**src/rtl/hamming_decoder.sv**
```systemverilog
// Hamming(7,4) single-error-correcting decoder, 2-stage elastic pipeline.
// Optional corrected-word counter enabled by HAMMING_DEC_ERRCNT_EN.
module hamming_decoder #(
   parameter int CNT_W = 8
) (
   input  logic             clk_dec,
   input  logic             rst_dec,
   input  logic [7:1]       codeword_in,
   input  logic             cw_valid,
   output logic             cw_ready,
   output logic [4:1]       dec_data,
   output logic             dec_valid,
   input  logic             dec_ready,
   output logic             err_flag,
   output logic [2:0]       err_pos,
   input  logic             err_cnt_clr,
   output logic [CNT_W-1:0] err_cnt
);

   typedef struct packed {
      logic [7:1] cw;
      logic [2:0] syn;
   } s1_t;

   logic       s1_valid;
   s1_t        s1_q;
   s1_t        s1_d;
   logic       s1_load;
   logic       s2_load;
   logic       out_xfer;
   logic [7:1] fixed;

   assign s2_load  = !dec_valid || dec_ready;
   assign s1_load  = !s1_valid || s2_load;
   assign cw_ready = s1_load;
   assign out_xfer = dec_valid && dec_ready;

   always_comb begin
      s1_d.cw  = codeword_in;
      s1_d.syn = {codeword_in[4] ^ codeword_in[5] ^ codeword_in[6] ^ codeword_in[7],
                  codeword_in[2] ^ codeword_in[3] ^ codeword_in[6] ^ codeword_in[7],
                  codeword_in[1] ^ codeword_in[3] ^ codeword_in[5] ^ codeword_in[7]};
   end

   // syndrome names the failing bit position directly
   always_comb begin
      fixed = s1_q.cw;
      for (int i = 1; i <= 7; i++) begin
         if (s1_q.syn == 3'(i)) fixed[i] = ~s1_q.cw[i];
      end
   end

   always_ff @(posedge clk_dec or negedge rst_dec) begin
      if (!rst_dec) begin
         s1_valid <= 1'b0;
         s1_q     <= '0;
      end else if (s1_load) begin
         s1_valid <= cw_valid;
         if (cw_valid) s1_q <= s1_d;
      end
   end

   always_ff @(posedge clk_dec or negedge rst_dec) begin
      if (!rst_dec) begin
         dec_valid <= 1'b0;
         dec_data  <= '0;
         err_flag  <= 1'b0;
         err_pos   <= '0;
      end else if (s2_load) begin
         dec_valid <= s1_valid;
         if (s1_valid) begin
            dec_data <= {fixed[7], fixed[6], fixed[5], fixed[3]};
            err_flag <= |s1_q.syn;
            err_pos  <= s1_q.syn;
         end
      end
   end

`ifdef HAMMING_DEC_ERRCNT_EN
   logic [CNT_W-1:0] cnt_q;

   always_ff @(posedge clk_dec or negedge rst_dec) begin
      if (!rst_dec) begin
         cnt_q <= '0;
      end else if (err_cnt_clr) begin
         cnt_q <= '0;
      end else if (out_xfer && err_flag && cnt_q != '1) begin
         cnt_q <= cnt_q + 1'b1;
      end
   end

   assign err_cnt = cnt_q;
`else
   logic unused_cnt;

   assign unused_cnt = err_cnt_clr ^ out_xfer;
   assign err_cnt    = '0;
`endif

endmodule
```
**config.mk**
```make
export PLATFORM = sky130hd
export DESIGN_NAME = hamming_decoder
export DESIGN_NICKNAME = d
export VERILOG_FILES = /design/src/rtl/hamming_decoder.sv
export SDC_FILE = /design/constraint.sdc
export NUM_CORES = 1
export LEC_CHECK = 0
export BUFFER_PORTS_ARGS = -buffer_cell sky130_fd_sc_hd__buf_2
export CAP_MARGIN = 20
export CORE_ASPECT_RATIO = 0.9
export CORE_MARGIN = 5
export CORE_UTILIZATION = 42
export DETAILED_ROUTE_END_ITERATION = 10
export GPL_TIMING_DRIVEN = 0
export PLACE_DENSITY = 0.69
export SYNTH_ARGS = -nofsm -noshare
export SYNTH_HDL_FRONTEND = slang
export SYNTH_SLANG_ARGS = --single-unit
```
**constraint.sdc**
```tcl
create_clock -name clk_dec -period 1.7 [get_ports clk_dec]
set_clock_uncertainty 0.15 [all_clocks]
set_input_delay 0.17 -clock clk_dec [delete_from_list [all_inputs] [get_ports clk_dec]]
set_output_delay 0.17 -clock clk_dec [all_outputs]
set_load 0.02 [all_outputs]
```
=== After elaboration in Yosys (flattened, before gate mapping) ===
Index checks and enable logic that the tools add are counted.

* Equal/unequal tests: 4
* Muxes and demuxes: 4
* Bitwise logic cells: 13
* Reductions and logical operators: 7

{| class="wikitable"
|+ Operator list
! cell !! number
|-
| $eq A3 B3 Y1 const B || 3
|-
| $xor A1 B1 Y1 || 9
|-
| $mux W1 || 4
|-
| $not A1 Y1 || 4
|-
| $reduce_and A2 Y1 || 2
|-
| $eq A3 B2 Y1 const B || 1
|-
| $reduce_or A3 Y1 || 1
|-
| $logic_not A1 Y1 || 2
|-
| $logic_or A1 B1 Y1 || 2
|}

* Flip-flop bits (word level): 20
* Input bits: 12
* Output and inout port bits: 18

=== Longest topological paths before layout ===
Gate-level depths: netlist of the first run.

* Depth in word-level cells: 4
* Mapped depth: 3
* Mapped depth without buffers: 3

=== Worst setup path before layout of the first run ===
No wires, ideal clock.

* Path type: flip-flop to flip-flop
* From: register dec_valid
* To: register s1_q[0] (netlist bit)
* Library setup time: 0.125 ns
* Arrival: 1.296 ns
* Data required time: 1.425 ns
* Slack: 0.129 ns
* Cell stages (with the launch flop): 4
* Path buffers: 0
* Period minus slack after synthesis: 1.571 ns
* Path through: dfrtp_1 > nand3b_1 > nand2_2 > mux2_2

* Cells in the longest elaborated chain, start to end: 4

{| class="wikitable"
|+ RTL lines
! element !! line !! RTL
|-
| start, declared || 12 || <nowiki>output logic dec_valid,</nowiki>
|-
| start signal, assigned || 70 || <nowiki>dec_valid <= s1_valid;</nowiki>
|-
| $logic_not A1 Y1 || 33 || <nowiki>assign s2_load = !dec_valid || dec_ready;</nowiki>
|-
| $logic_or A1 B1 Y1 || 33 ||
|-
| $logic_or A1 B1 Y1 || 34 || <nowiki>assign s1_load = !s1_valid || s2_load;</nowiki>
|-
| via cw_ready || 10 || <nowiki>output logic cw_ready,</nowiki>
|-
| $reduce_and A2 Y1 (no line) || -- ||
|-
| end signal, assigned || 56 || <nowiki>s1_q <= '0;</nowiki>
|-
| end signal, assigned || 59 || <nowiki>if (cw_valid) s1_q <= s1_d;</nowiki>
|-
| end, declared || 26 || <nowiki>s1_t s1_q;</nowiki>
|}

The timed path passes the listed nets, and every way through them passes these cells.
A chain may end at the register's enable or synchronous reset.

=== Worst setup path after layout of the first run ===
* From: register s1_valid
* To: register s1_q[9] (netlist bit)

* Cells in the longest elaborated chain, start to end: 3

{| class="wikitable"
|+ RTL lines
! element !! line !! RTL
|-
| start, declared || 25 || <nowiki>logic s1_valid;</nowiki>
|-
| start signal, assigned || 58 || <nowiki>s1_valid <= cw_valid;</nowiki>
|-
| $logic_not A1 Y1 || 34 ||
|-
| $logic_or A1 B1 Y1 || 34 ||
|-
| $reduce_and A2 Y1 (no line) || -- ||
|}

Every way passes these cells.

==> flow_metrics.env, run 1 <==
export IMPL_core_sq_um=1910
export IMPL_chipWidth_um=57.2
export IMPL_critPathMaxStageDelay_ns=0.42
export IMPL_yosysMostFrequentCell="sky130_fd_sc_hd__dfrtp_1"
export IMPL_drt_first_iter_violations=2
export IMPL_power_density_normalized_to_cell_area_nw_per_um2=1220
export IMPL_fmax_achieved_ghz=0.719
export IMPL_worstPathCellList="nand3b_1 > nand2_2 > mux2_2"
export IMPL_worst_ir_drop_vdd_mv=0.572
export IMPL_rsz0062_at_grt="false"
export IMPL_hold_viol=0
export IMPL_setup_tns_ns=0
export IMPL_cts_tree="done"
export IMPL_routed_wire_length_per_instance_um=10.7
export IMPL_asyncSetResetFlopFracSynth_pct=100
export IMPL_post_layout_util_pct=54.6
export IMPL_totalWireLength_mm=1.31
export IMPL_post_synth_edffs=0
export IMPL_routed_via_count=532
export IMPL_fillCellCount=187
export IMPL_drt_pass1_iterations=3
export IMPL_critPathTopFamily="flip-flops"
export IMPL_leakagePower_nw=0.478
export IMPL_cts_htree_levels=1
export IMPL_outcome="finished, final reports clean"
export IMPL_synth_seq_cells=17
export IMPL_drtAntennaViolNets=0
export IMPL_insertion_delay_ns=0.28
export IMPL_worst_endpoint_required_ns=1.72
export IMPL_final_net_count=111
export IMPL_dpl_hpwl_mm=1.02
export IMPL_die_height_um=52.5
export IMPL_avgViaCountPerCell=4.33
export IMPL_hold_buffers=2
export IMPL_grt_util_all_layers_pct=10.6
export IMPL_netlist_top_cell_by_area="sky130_fd_sc_hd__dfrtp_1"
export IMPL_synth_warning_count=0
export IMPL_cts_setup_buffers=0
export IMPL_initial_utilization_pct=44.0
export IMPL_drc=0
export IMPL_crit_path_start_kind="flip-flop"
export IMPL_layout_drive_gt1_share_pct=49.0
export IMPL_flow_area_growth_from_synthesis_pct=24.2
export IMPL_ioPinCount=30
export IMPL_cts_path_max_buffers=2
export IMPL_numClockSinks=17
export IMPL_ant_diodes=0
export IMPL_ys_flop_type="sky130_fd_sc_hd__dfrtp_1"
export IMPL_synthesis_area_per_instance_sq_um=13.0
export IMPL_io_port_bufs=20
export IMPL_grt_pass1_wl_mm=2.37
export IMPL_dieArea_sq_um=3000
export IMPL_synth_cell_area_sq_um=842
export IMPL_gp_routability_congestion=0.689
export IMPL_cap_violations=0
export IMPL_netlist_top_cells_area="sky130_fd_sc_hd__dfrtp_1, sky130_fd_sc_hd__mux2_2, sky130_fd_sc_hd__xnor2_1"
export IMPL_number_of_cells_produced_by_synthesis=65
export IMPL_critical_path_buf_inv_count=0
export IMPL_hold_path_cell_count=2
export IMPL_min_delay_worst_endpoint="s1_q[8]"
export IMPL_worst_hold_class="primary input to flip-flop"
export IMPL_finalSetupViolCount=0
export IMPL_synth_top_area_share_pct=50.5
export IMPL_regToRegStartpoint="s1_valid"
export IMPL_netlist_cell_type_count=14
export IMPL_hold_path_startpoint="codeword_in[6]"
export IMPL_crit_path_top_delay_cell="sky130_fd_sc_hd__dfrtp_1"
export IMPL_grt_start_max_net_pins=18
export IMPL_synth_seq_area_share_pct=50.5
export IMPL_post_cts_resized=0
export IMPL_register_to_register_setup_slack_ns=0.31
export IMPL_antenna_found_initial=0
export IMPL_first_global_vias=523
export IMPL_clock_buffer_count_from_cts=3
export IMPL_timing_final_max_slew_violations=0
export IMPL_worstSetupEndpointType="flip-flop"
export IMPL_floorplan_rows=15
export IMPL_grt_ovf=0
export IMPL_post_route_period_util_pct=81.8
export IMPL_crit_fanout=7
export IMPL_r2r_worst_path_cells=3
export IMPL_clk_transition_reported_paths_ns=0.09
export IMPL_r2r_end="s1_q[9]"
export IMPL_timing_setup_critical_path_class="flip-flop to flip-flop"
export IMPL_crit_path_dat_ns=1.41
export IMPL_clock_tree_root_cell="sky130_fd_sc_hd__clkbuf_4"
export IMPL_final_seq_area_sq_um=425
export IMPL_min_period_ns=1.39
export IMPL_synth_top_cells_by_count="sky130_fd_sc_hd__dfrtp_1, sky130_fd_sc_hd__mux2_2, sky130_fd_sc_hd__xnor2_1, sky130_fd_sc_hd__buf_4, sky130_fd_sc_hd__nand3b_1"
export IMPL_area_of_combinational_cells_with_multiple_inputs_sq_um=383
[per-layer routing]
layer | share of wire [%] | GRT usage [%] | vias to the layer above | routed length (um)
met3 | 9.7 | 3.45 | 2 | 127
met2 | 44 | 15.0 | 18 | 574
met4 | 0.91 | 6.95 | 0 | 12
li1 | - | - | 266 | -
met1 | 46 | 13.8 | 246 | 599
met5 | 0 | 0 | - | 0
[final cells by class]
cell class                 instances  area share, %
clock buffer                       4           2.51
multi-input combinational         47           36.6
tap                               25           2.99
sequential                        17           40.7
timing repair buffer              22           11.5
buffer                             8           5.74
[placed cells by master (no fill, tap or decap), drive strengths merged]
master       netlist  layout
a21oi              1       1
xnor2             10      10
conb               1       8
mux2              14      14
xor2               2       2
dlygate4sd3        0       2
nor3               1       1
clkbuf             0       4
buf                8      28
nand2              2       2
dfrtp             17      17
nand3              1       1
nand2b             3       3
nand3b             4       4
a31oi              1       1
[worst max path at each step]
stage	start	to	cells after the start
2_1_floorplan	dec_valid	s1_q[0]	3
3_3_place_gp	s1_valid	s1_q[1]	3
3_5_place_dp	s1_valid	s1_q[9]	3
4_1_cts	s1_valid	cw_ready	2
5_1_grt	s1_valid	s1_q[9]	3
6_report	s1_valid	s1_q[9]	3
[state kept, by name, indices dropped and copies added (netlist names)]
signal     flops
dec_data       4
err_pos        3
err_flag       1
s1_q           7
dec_valid      1
s1_valid       1
[power by group]
group          switching, mW  internal, mW  total (mW)  leakage (nW)
registers             0.0818         0.524       0.605         0.194
logic                  0.242         0.228       0.471         0.268
clock network          0.114        0.0910       0.205        0.0150
[through the flow]
step                area (sq um)  power [mW]  hold slack, ns  instances  setup slack (ns)
global route                1050        1.38         0.00265        123             0.231
CTS                         1050        1.31         0.00471        123             0.297
finish                      1050        1.28          0.0175        123             0.310
floorplan                    868       0.942          -0.276         72             0.129
detailed placement          1000        1.09         -0.0439        117             0.326
global placement            1000        1.08         -0.0404        117             0.329
[cells by family after synthesis]
kind of cell | Yosys count | share of synthesized area, %
flops | 17 | 50.5
mux | 14 | 18.7
xor+xnor | 12 | 13.4
simple gates | 11 | 8.47
buf+inv | 8 | 7.13
compound gates | 2 | 1.34
other cells | 1 | 0.445
No activity file was read; power rests on OpenSTA's default activity.
==> inputs of run 2 (changes only) <==
==> constraint.sdc (replaced) <==
create_clock -name clk_dec -period 1.3 [get_ports clk_dec]
set_clock_uncertainty 0.15 [all_clocks]
set_input_delay 0.13 -clock clk_dec [delete_from_list [all_inputs] [get_ports clk_dec]]
set_output_delay 0.13 -clock clk_dec [all_outputs]
set_load 0.02 [all_outputs]
==> run 2 against run 1 <==
  * The run now ends with negative setup slack left
  * Hold slack improved by 0.070 ns
  * Power rose by 40%
  * Sequential power rose by 33%
  * Clock-buffer cell count did not move
  * Setup slack got worse by 0.33 ns
==> flow_metrics.env, run 2 (same netlist as run 1, synthesis figures left out) <==
export IMPL_dpl_hpwl_mm=1.07
export IMPL_layout_cells_most_common_list="sky130_fd_sc_hd__buf_2, sky130_fd_sc_hd__dfrtp_1, sky130_fd_sc_hd__buf_4, sky130_fd_sc_hd__xnor2_1, sky130_fd_sc_hd__conb_1"
export IMPL_crit_path_start_kind="flip-flop"
export IMPL_antenna_found_initial=0
export IMPL_outcome="complete, but fails checks"
export IMPL_timing_final_max_slew_violations=0
export IMPL_initial_utilization_pct=44.0
export IMPL_register_to_register_setup_slack_ns=-0.02
export IMPL_r2r_end="s1_q[2]"
export IMPL_dieArea_sq_um=3000
export IMPL_cts_path_max_buffers=2
export IMPL_drtAntennaViolNets=0
export IMPL_gp_routability_congestion=0.663
export IMPL_hold_slack_ns=0.0877
export IMPL_io_port_bufs=20
export IMPL_grt_pass1_wl_mm=2.49
export IMPL_setup_tns_ns=-0.140
export IMPL_first_global_vias=569
export IMPL_drt_pass1_iterations=3
export IMPL_worst_ir_drop_vdd_mv=0.723
export IMPL_cts_tree="done"
export IMPL_sw_share_pct=34.0
export IMPL_die_height_um=52.5
export IMPL_crit_fanout=3
export IMPL_routed_wire_length_per_instance_um=11.3
export IMPL_clock_tree_root_cell="sky130_fd_sc_hd__clkbuf_4"
export IMPL_ioPinCount=30
export IMPL_finalSetupViolCount=8
export IMPL_post_route_period_util_pct=102
export IMPL_worst_endpoint_required_ns=1.02
export IMPL_chipWidth_um=57.2
export IMPL_worst_hold_class="primary input to flip-flop"
export IMPL_numClockSinks=17
export IMPL_totalWireLength_mm=1.48
export IMPL_cell_internal_pwr_mw=1.18
export IMPL_drc=0
export IMPL_cts_htree_levels=1
export IMPL_hold_viol=0
export IMPL_violations="negative setup slack"
export IMPL_layout_drive_gt1_share_pct=52.8
export IMPL_switching_power_mw=0.611
export IMPL_crit_path_dat_ns=1.04
export IMPL_comb_power_share_pct=40.0
export IMPL_flow_area_growth_from_synthesis_pct=38.2
export IMPL_clock_buffer_count_from_cts=3
export IMPL_grt_util_all_layers_pct=11.3
export IMPL_leakagePower_nw=0.550
export IMPL_drt_first_iter_violations=1
export IMPL_worstSetupEndpointType="output port"
export IMPL_max_ffs_per_register=7
export IMPL_ant_diodes=0
export IMPL_critical_path_endpoint="cw_ready"
export IMPL_core_sq_um=1910
export IMPL_routed_via_count=574
export IMPL_floorplan_rows=15
export IMPL_postLayoutSetupSlackWorst_ns=-0.0203
export IMPL_grt_start_max_net_pins=18
export IMPL_min_period_ns=1.32
export IMPL_final_net_count=119
export IMPL_largest_registers="s1_q x7, dec_data x4, err_pos x3"
export IMPL_pwr_share_clk_pct=15.3
export IMPL_cap_violations=0
export IMPL_regToRegStartpoint="dec_valid"
export IMPL_r2r_worst_path_cells=3
export IMPL_startpoint="dec_valid"
export IMPL_power_density_normalized_to_cell_area_nw_per_um2=1540
export IMPL_rsz0062_at_grt="true"
export IMPL_mostFrequentLayoutCell="sky130_fd_sc_hd__buf_2"
export IMPL_seq_power_share_pct=44.7
export IMPL_timing_setup_critical_path_class="flip-flop to output port"
export IMPL_avgViaCountPerCell=4.38
export IMPL_largest_register="s1_q"
export IMPL_insertion_delay_ns=0.28
export IMPL_clk_transition_reported_paths_ns=0.09
export IMPL_fmax_achieved_ghz=0.757
export IMPL_grt_ovf=0
[run 2: cell types whose count changed in the layout (fill, tap and decap cells not counted), moves of 4 or more]
cell                            before  now
sky130_fd_sc_hd__mux2_2             14    7
sky130_fd_sc_hd__mux2_4              0    7
sky130_fd_sc_hd__buf_4               8   12
sky130_fd_sc_hd__dfrtp_1            17   13
sky130_fd_sc_hd__dfrtp_2             0    4
sky130_fd_sc_hd__dlygate4sd3_1       2    6
[run 2: worst min path at each step]
| stage | from | endpoint | slack [ns] | cells after the start |
|---|---|---|---|---|
| after floorplan | rst_dec | dec_data[1] | -0.32 | 0 |
| after global placement | rst_dec | dec_data[2] | -0.09 | 1 |
| after detailed placement | rst_dec | err_pos[0] | -0.09 | 1 |
| after CTS | dec_ready | s1_valid | 0.07 | 3 |
| after global routing | dec_ready | s1_valid | 0.1 | 3 |
| final | dec_ready | s1_valid | 0.09 | 3 |
[run 2: power groups by stage]
| stage | combinational, mW | clock (mW) | sequential (mW) |
|---|---|---|---|
| after global routing | 0.776 | 0.312 | 0.830 |
| after floorplan | 0.335 | 0 | 0.933 |
| after global placement | 0.642 | 0 | 0.806 |
| after detailed placement | 0.652 | 0 | 0.818 |
| final | 0.718 | 0.275 | 0.802 |
| after CTS | 0.678 | 0.286 | 0.806 |
[run 2: layout make-up]
type,instances,area (sq um)
Buffer,8,60.1
Clock buffer,4,26.3
Fill cell,169,751
Multi-Input combinational cell,47,419
Sequential cell,17,430
Tap cell,25,31.3
Timing Repair Buffer,30,196
[run 2: critical path: stages (launching register included)]
cell                       delay [ns]
sky130_fd_sc_hd__dfrtp_2         0.42
sky130_fd_sc_hd__nand3b_1        0.19
sky130_fd_sc_hd__buf_6           0.15
[run 2: through the flow]
stage	power [mW]	area, sq um	setup slack [ns]	utilization (%)	std cells
floorplan	1.27	901	-0.195	-	72
global placement	1.45	1030	-0.0123	53.9	117
detailed placement	1.47	1030	-0.0294	53.9	117
CTS	1.77	1140	-0.0365	59.5	128
global route	1.92	1160	-0.0838	60.8	131
finish	1.80	1160	-0.0203	60.8	131
[run 2: what timing repair did]
item                       CTS  global route
buffers inserted             1             3
setup endpoints to repair   10            15
hold endpoints to repair    22             0
hold buffers                 6             0
pin swaps                    1             2
resized for setup            4             2
[run 2: layer usage]
layer | vias to the layer above | share of wire, % | global-route usage, %
met1 | 269 | 40 | 12.2
met3 | 2 | 7.7 | 3.94
met5 | - | 0 | 0
met2 | 18 | 51 | 18.4
met4 | 0 | 1.3 | 8.11
li1 | 285 | - | -
==> inputs of run 3 (changes only) <==
--- a/config.mk
+++ b/config.mk
@@ -5,6 +5,7 @@
 export SDC_FILE = /design/constraint.sdc
 export NUM_CORES = 1
 export LEC_CHECK = 0
+export ABC_AREA = 1
 export BUFFER_PORTS_ARGS = -buffer_cell sky130_fd_sc_hd__buf_2
 export CAP_MARGIN = 20
 export CORE_ASPECT_RATIO = 0.9
@@ -12,7 +13,7 @@
 export CORE_UTILIZATION = 42
 export DETAILED_ROUTE_END_ITERATION = 10
 export GPL_TIMING_DRIVEN = 0
-export PLACE_DENSITY = 0.69
+export PLACE_DENSITY = 0.67
 export SYNTH_ARGS = -nofsm -noshare
 export SYNTH_HDL_FRONTEND = slang
 export SYNTH_SLANG_ARGS = --single-unit
==> run 3 against run 2 <==
  * The flow finishes with violations (negative hold slack)
  * Combinational power shrank 13%
  * First-iteration DRC count grew to 38 times the previous value
  * Utilization down 6.7 points
  * Synthesized cell count rose by 120%
  * Clock-buffer cell count did not move
  * Largest cell class is now multi-input gates
==> flow_metrics.env, run 3 <==
export IMPL_grt_util_all_layers_pct=12.6
export IMPL_routed_via_count=885
export IMPL_worst_hold_class="primary input to flip-flop"
export IMPL_numClockSinks=17
export IMPL_synth_top_cells_by_count="sky130_fd_sc_hd__nand2_1, sky130_fd_sc_hd__dfrtp_1, sky130_fd_sc_hd__inv_1, sky130_fd_sc_hd__buf_4, sky130_fd_sc_hd__nand3_1"
export IMPL_first_global_vias=797
export IMPL_finalNonFillerCells=200
export IMPL_crit_fanout=3
export IMPL_core_sq_um=2220
export IMPL_synth_warning_count=0
export IMPL_synth_seq_area_share_pct=42.3
export IMPL_post_cts_resized=0
export IMPL_layout_drive_gt1_share_pct=23.1
export IMPL_drtAntennaViolNets=0
export IMPL_yosysMostFrequentCell="sky130_fd_sc_hd__nand2_1"
export IMPL_post_place_cells=195
export IMPL_post_route_period_util_pct=96.1
export IMPL_ioPinCount=30
export IMPL_synthesis_area_per_instance_sq_um=7.13
export IMPL_flow_area_growth_from_synthesis_pct=19.6
export IMPL_ant_diodes=0
export IMPL_grt_met3_usage_pct=2.06
export IMPL_largest_registers="s1_q x7, dec_data x4, err_pos x3"
export IMPL_fmax_achieved_ghz=0.801
export IMPL_outcome="complete, but fails checks"
export IMPL_drt_pass1_iterations=6
export IMPL_netlist_top_cell_by_area="sky130_fd_sc_hd__dfrtp_1"
export IMPL_netlist_cell_type_count=17
export IMPL_number_of_cells_produced_by_synthesis=141
export IMPL_grt_start_max_net_pins=18
export IMPL_violations="negative hold slack"
export IMPL_dieArea_sq_um=3470
export IMPL_clock_buffer_count_from_cts=3
export IMPL_grt_busiest_layer="met2"
export IMPL_grt_ovf=0
export IMPL_min_period_ns=1.25
export IMPL_setup_tns_ns=0
export IMPL_synth_seq_cells=17
export IMPL_die_height_um=56.4
export IMPL_hold_viol=2
export IMPL_cts_setup_buffers=0
export IMPL_synth_cell_area_sq_um=1000
export IMPL_leakagePower_nw=0.720
export IMPL_cts_htree_levels=1
export IMPL_insertion_delay_ns=0.29
export IMPL_power_density_normalized_to_cell_area_nw_per_um2=1360
export IMPL_mostFrequentLayoutCell="sky130_fd_sc_hd__nand2_1"
export IMPL_asyncSetResetFlopFracSynth_pct=100
export IMPL_layout_cells_most_common_list="sky130_fd_sc_hd__nand2_1, sky130_fd_sc_hd__buf_2, sky130_fd_sc_hd__dfrtp_1, sky130_fd_sc_hd__inv_1, sky130_fd_sc_hd__buf_4"
export IMPL_rsz0062_at_grt="false"
export IMPL_ys_flop_type="sky130_fd_sc_hd__dfrtp_1"
export IMPL_timing_setup_critical_path_class="flip-flop to output port"
export IMPL_routed_wire_length_per_instance_um=9.46
export IMPL_worst_ir_drop_vdd_mv=0.926
export IMPL_cts_tree="done"
export IMPL_cts_path_max_buffers=2
export IMPL_hold_slack_ns=-0.0317
export IMPL_floorplan_rows=16
export IMPL_final_net_count=186
export IMPL_drt_first_iter_violations=38
export IMPL_initial_utilization_pct=45.2
export IMPL_gp_routability_congestion=0.783
export IMPL_dpl_hpwl_mm=1.50
export IMPL_grt_pass1_wl_mm=3.35
export IMPL_avgViaCountPerCell=4.43
export IMPL_worstSetupEndpointType="output port"
export IMPL_totalWireLength_mm=1.89
export IMPL_synth_top_area_share_pct=42.3
export IMPL_max_ffs_per_register=7
export IMPL_drc=0
export IMPL_clock_tree_root_cell="sky130_fd_sc_hd__clkbuf_4"
export IMPL_chipWidth_um=61.6
export IMPL_grtUsageMet1_pct=15.7
export IMPL_post_layout_util_pct=54.1
export IMPL_hold_buffers=1
export IMPL_antenna_found_initial=0
export IMPL_crit_path_start_kind="flip-flop"
export IMPL_post_synth_edffs=0
export IMPL_io_port_bufs=20
export IMPL_timing_final_max_slew_violations=0
export IMPL_grtUsageMet2_pct=19.3
export IMPL_postLayoutSetupSlackWorst_ns=0.0509
export IMPL_crit_path_dat_ns=0.97
export IMPL_clk_transition_reported_paths_ns=0.09
export IMPL_placement_setup_worst_slack_ns=0.164
export IMPL_largest_register="s1_q"
export IMPL_cap_violations=0
export IMPL_netlist_top_cells_area="sky130_fd_sc_hd__dfrtp_1, sky130_fd_sc_hd__nand2_1, sky130_fd_sc_hd__buf_4"
export IMPL_worst_endpoint_required_ns=1.02
export IMPL_finalSetupViolCount=0
-- run 3: cell count changes in the layout (fill, tap and decap cells not counted), moves of 4 or more --
cell	change
sky130_fd_sc_hd__o21bai_1	+4
sky130_fd_sc_hd__nand2_1	+61
sky130_fd_sc_hd__o21ai_0	+5
sky130_fd_sc_hd__nand3_1	+6
sky130_fd_sc_hd__inv_1	+15
sky130_fd_sc_hd__nor2_1	+6
sky130_fd_sc_hd__dfrtp_2	-4
sky130_fd_sc_hd__nand3b_1	-4
sky130_fd_sc_hd__nand4_1	+4
sky130_fd_sc_hd__xnor2_1	-10
sky130_fd_sc_hd__mux2_2	-7
sky130_fd_sc_hd__dlygate4sd3_1	-5
sky130_fd_sc_hd__mux2_4	-7
sky130_fd_sc_hd__dfrtp_1	+4
-- run 3: layout make-up --
| type | count | area (sq um) |
|---|---|---|
| Inverter | 16 | 60.1 |
| Fill cell | 218 | 1020 |
| Timing Repair Buffer | 21 | 110 |
| Multi-Input combinational cell | 102 | 439 |
| Buffer | 13 | 106 |
| Tap cell | 27 | 33.8 |
| Clock buffer | 4 | 26.3 |
| Sequential cell | 17 | 425 |
-- run 3: path summary, 6_finish.rpt --
path	start	endpoint	cells after the start	slack [ns]
worst max-delay path	dec_valid	cw_ready	2	0.05
worst min-delay path	dec_ready	s1_valid	4	-0.03
worst max register to register	dec_valid	err_pos[1]	5	0.17
worst min register to register	dec_data[4]	dec_data[4]	2	0.33
max in group asynchronous	rst_dec	dec_valid	2	0.62
min in group asynchronous	rst_dec	dec_data[4]	2	0.12
-- run 3: power breakdown --
group          internal [mW]  switching [mW]
registers              0.658          0.0699
clock network          0.120           0.163
logic                  0.234           0.394
-- run 3: critical path, cell delays in order (launching register included) --
cell                      delay, ns
sky130_fd_sc_hd__dfrtp_1       0.41
sky130_fd_sc_hd__nand3_2       0.10
sky130_fd_sc_hd__buf_2         0.17
-- run 3: stage by stage --
step	hold WS (ns)	area [sq um]	power, mW
CTS	-0.0395	1200	1.66
finish	-0.0317	1200	1.64
global placement	-0.0932	1160	1.35
global route	-0.0137	1200	1.78
floorplan	-0.316	1030	1.18
detailed placement	-0.0828	1160	1.37
-- run 3: kinds of logic (layout without fill, tap and decap cells) --
logic type	count (synthesis)	after routing	share of synthesized area (%)
AOI/OAI and AO/OA	12	12	6.97
other	1	8	0.373
DFF	17	17	42.3
buffers and inverters	29	54	16.6
and+or+nand+nor	82	82	33.7
-- run 3: per-layer routing --
metal  vias up  part of all wire (%)
met5         -                     0
met4         0                   3.2
met3         5                   4.6
met2        18                    46
met1       380                    46
li1        482                     -
